File: config.mk
export PLATFORM = sky130hd
export DESIGN_NAME = dispatch_4
export DESIGN_NICKNAME = d
export VERILOG_FILES = /design/src/rtl/dispatch_4_pkg.sv /design/src/rtl/dispatch_4_slot.sv /design/src/rtl/dispatch_4.sv
export SDC_FILE = /design/constraint.sdc
export NUM_CORES = 1
export LEC_CHECK = 0
export BUFFER_PORTS_ARGS = -buffer_cell sky130_fd_sc_hd__buf_2
export CAP_MARGIN = 20
export CELL_PAD_IN_SITES_DETAIL_PLACEMENT = 0
export CELL_PAD_IN_SITES_GLOBAL_PLACEMENT = 1
export CORE_MARGIN = 5
export CORE_UTILIZATION = 34
export CTS_CLUSTER_SIZE = 10
export DETAILED_ROUTE_END_ITERATION = 8
export PLACE_DENSITY = 0.79
export SKIP_CTS_REPAIR_TIMING = 1
export SLEW_MARGIN = 15
export SYNTH_ARGS = -nofsm -noshare
export SYNTH_HDL_FRONTEND = slang
export SYNTH_SLANG_ARGS = --single-unit
File: constraint.sdc
create_clock -name clk -period 1.1 [get_ports clk]
set_input_delay 0.055 -clock clk [delete_from_list [all_inputs] [get_ports clk]]
set_output_delay 0.055 -clock clk [all_outputs]
set_load 0.01 [all_outputs]
File: src/rtl/dispatch_4_pkg.sv
// Shared constants for the 1-to-4 dispatcher: channel encodings and default payload width.
package dispatch_4_pkg;

  localparam int unsigned DefaultWidth = 32;
  localparam int unsigned NumChannels  = 4;

  typedef enum logic [1:0] {
    CH0 = 2'd0,
    CH1 = 2'd1,
    CH2 = 2'd2,
    CH3 = 2'd3
  } channel_e;

  function automatic logic [NumChannels-1:0] channel_onehot(input channel_e ch);
    logic [NumChannels-1:0] oh;
    oh = '0;
    unique case (ch)
      CH0: oh = 4'b0001;
      CH1: oh = 4'b0010;
      CH2: oh = 4'b0100;
      CH3: oh = 4'b1000;
    endcase
    return oh;
  endfunction

endpackage

File: src/rtl/dispatch_4_slot.sv
// One dispatcher channel: a valid bit and a payload register with load and drain.
module dispatch_4_slot
  import dispatch_4_pkg::*;
#(
  parameter int unsigned width = DefaultWidth
) (
  input  logic             clk,
  input  logic             reset,
  input  logic             load,
  input  logic [width-1:0] load_data,
  input  logic             ready,
  output logic             valid,
  output logic [width-1:0] data
);

  logic             valid_q;
  logic [width-1:0] data_q;

  // A load on the same edge as a drain keeps the slot full with the new word.
  always_ff @(posedge clk) begin
    if (reset) begin
      valid_q <= 1'b0;
      data_q  <= '0;
    end else begin
      if (load) begin
        valid_q <= 1'b1;
        data_q  <= load_data;
      end else if (valid_q && ready) begin
        valid_q <= 1'b0;
      end
    end
  end

  assign valid = valid_q;
  assign data  = data_q;

endmodule

File: src/rtl/dispatch_4.sv
// Registered 1-to-4 dispatcher: routes each accepted word into the holding slot chosen by in_sel.
module dispatch_4
  import dispatch_4_pkg::*;
#(
  parameter int unsigned width = DefaultWidth
) (
  input  logic             clk,
  input  logic             reset,
  input  logic             in_valid,
  input  logic [1:0]       in_sel,
  input  logic [width-1:0] in_data,
  output logic             in_ready,
  output logic [3:0]       out_valid,
  input  logic [3:0]       out_ready,
  output logic [width-1:0] out_data0,
  output logic [width-1:0] out_data1,
  output logic [width-1:0] out_data2,
  output logic [width-1:0] out_data3,
  output logic             busy
);

  logic [3:0]       load;
  logic [width-1:0] slot_data [4];
  logic             accept;

  // Only the targeted slot gates in_ready; other channels never stall the source.
  assign in_ready = ~reset & (~out_valid[in_sel] | out_ready[in_sel]);
  assign accept   = in_valid & in_ready;
  assign load     = accept ? channel_onehot(channel_e'(in_sel)) : 4'b0000;

  for (genvar k = 0; k < 4; k++) begin : g_slot
    dispatch_4_slot #(
      .width(width)
    ) u_slot (
      .clk      (clk),
      .reset    (reset),
      .load     (load[k]),
      .load_data(in_data),
      .ready    (out_ready[k]),
      .valid    (out_valid[k]),
      .data     (slot_data[k])
    );
  end

  assign out_data0 = slot_data[0];
  assign out_data1 = slot_data[1];
  assign out_data2 = slot_data[2];
  assign out_data3 = slot_data[3];
  assign busy      = |out_valid;

endmodule
==> impl_metrics.ini <==
[clock_tree]
root_buffer = clkbuf_16
clock_latency_ps = 430
cts_tree = yes
cts_buffer_depth = 2
clk_pin_slew_worst_paths_ps = 60
ctsHtreeMaxLevel = 4
cts-buffers-inserted = 17
clock_sinks = 132

[floorplanning]
pin_count = 175
die_w_um = 139.7
start_util_pct = 34.61
die-height_um = 139.7
fp.coreArea_mm2 = 0.01652
dieArea_mm2 = 0.01951
rows = 47

[run]
maxCapViolCount = 0

[hold_path]
worstHoldPathCells = 4
min_path_type = primary input to register

[synthesis]
ys_ff_latch = 132
ys_warn_count = 0
synthCells = 646
async_flop_share_pct = 0
netlist_area_mm2 = 0.005719
syn-mean-instance-area_um2 = 8.853
synthFlopType = dfxtp_1
yosys-top-cells-area = dfxtp_1 (46%), nand4_1 (14%), o31ai_1 (8.4%)
synth_edf_count = 0
synth_top_area_cell = dfxtp_1
synth_cell_types = 25
yosysSeqAreaShare_pct = 46.20
syn_nets = 687
synth_top_area_share_pct = 46.20

[worst_setup_path]
cp-end-kind = output pin
cpPeakStageDelay_ps = 480
cp.depth = 4
cp.arrival_ps = 1660
critical_path_class = register to output pin
timing.critical_path.fanout_max = 3
crit_required_ps = 1040
path_delay_family = multiplexers
startpoint_type = register
slowest_stage = mux4_2
path_cells = nor2b_4 -> mux4_2 -> nor2_2 -> buf_2
crit_buf_inv = 1
rr_worst_depth = 9

[power_and_ir_drop]
seq_power_share_pct = 41.4
netSwitchingPower_mw = 3.522
clkPwrFrac_pct = 44.6
p_sw_share_pct = 28.90
irDropWorstVdd_mv = 1.119
finalPower_mw = 12.19
combPwrFrac_pct = 14.0
power.internal_mw = 8.665
powerDensity_mw_per_mm2 = 1262
cellLeakagePower_nw = 3.715

[layout]
stdcell_area_mm2 = 0.009654
multi_input_area_mm2 = 0.003946
fillers = 1384
diodes = 0
stdcell_count = 1070
drive_gt1_share_pct = 48.00
final_common_cell = buf_2
syn2layout_area_growth_pct = 68.80
mostFrequentLayoutCells = buf_2 (172), nand4_1 (128), dfxtp_1 (128)
regArea_mm2 = 0.002648
fin_util_pct = 58.42
final_nets = 878

[grt]
antenna_found_initial = 0
grt_use_total_pct = 21.13
overflow = 0
grt_max_degree = 52
grt_pass1_wl_mm = 33.33
grt_pass1_vias = 5670

[place]
postPlaceCellArea_mm2 = 0.006932
place.gp.congestion = 0.7473
place_ws_ps = -302.8
hpwl_mm = 14.02
port_buffers = 174
numPlacedInstances = 981

[sta]
min_period_over_period_pct = 156.2
skew_ps = 11.98
fmax_mhz = 581.8
finalCriticalPeriod_ps = 1719
hold_ws_ps = 53.73
finalWorstSetupSlack_ps = -618.7
final-hold-violation-count = 0
final-max-slew-violation-count = 0
tns_ps = -15330
finalSetupViolCount = 86
slew-limit-headroom_pct = 41.71
grt_setup_unrepaired = yes
worst_pin_slew_ps = 874.4

[routing]
ant_nets = 0
drc_errors = 0
drt_iter0_markers = 667
vias = 6572
routedWlPerCell_um = 23.57
drtPass1Iterations = 5
routed_via_density = 6.142
wirelength_mm = 25.22

[run_status]
violations = setup timing
status = finished with violations
## power groups by stage
stage                     clock (mW)  sequential, mW  combinational [mW]
after detailed placement           0            5.10                1.20
after CTS                       5.45            5.00                1.20
after global placement             0            5.11                1.19
final                           5.44            5.05                1.70
after floorplan                    0            5.16               0.571
after global routing            5.68            5.06                1.78
## sequential cells by signal, summed over array words and instances, names as in the netlist
| register | flops |
|---|---|
| g_slot.u_slot.data | 128 |
| g_slot.u_slot.valid | 4 |
## worst reg2reg max path, cell delays in order (launching register included)
cell and delay (ps):
dfxtp_2 320, nor2b_4 140, buf_4 140, buf_6 110
buf_6 100, buf_6 100, buf_6 100, clkbuf_16 180
o31ai_4 210, a21oi_1 80
## synthesized netlist by cell type, types with 2 or more instances
library cell and number:
dfxtp_1 132, nand4_1 128, clkbuf_1 71, a21oi_1 68
nand2_1 64, o31ai_1 64, o311ai_0 36, o311ai_1 26
buf_2 17, buf_6 8, buf_1 5, buf_4 4
nand2b_1 4, nor2b_1 4, nand3b_1 3, nand3_1 2
o311ai_2 2
## cell type report
| type | instances | area share [%] |
|---|---|---|
| clock buffers | 18 | 4.445 |
| multi-input cells | 407 | 40.88 |
| inverters | 2 | 0.1037 |
| well taps | 220 | 2.851 |
| repair buffers | 277 | 22.95 |
| flip-flops and latches | 132 | 27.42 |
| clock inverters | 14 | 1.348 |
## cells by family after synthesis
group / count (synthesis) / synth area share [%]
and+or+nand+nor: 210 / 20.28
AOI/OAI and AO/OA: 196 / 24.41
muxes: 1 / 0.3938
DFF: 132 / 46.20
buffers and inverters: 107 / 8.707
## final timing paths
| path | slack (ps) | to | startpoint |
|---|---|---|---|
| hold reg to reg | 470 | g_slot[3].u_slot.data[24] | g_slot[3].u_slot.data[24] |
| hold / removal | 50 | g_slot[3].u_slot.valid | in_sel[0] |
| setup reg to reg | -530 | g_slot[2].u_slot.data[3] | g_slot[2].u_slot.valid |
| setup / recovery | -620 | in_ready | g_slot[3].u_slot.valid |
## per-layer routing
| layer | track usage, % | share of wire (%) | wire (um) | vias to the layer above |
|---|---|---|---|---|
| met1 | 28.20 | 42 | 10710 | 3346 |
| met3 | 5.249 | 6.3 | 1593 | 34 |
| li1 | - | - | - | 2938 |
| met4 | 6.476 | 2.0 | 517 | 0 |
| met2 | 33.81 | 49 | 12400 | 254 |
| met5 | 0 | 0 | 0 | - |
Note: power is estimated with default switching activity, not from simulation.
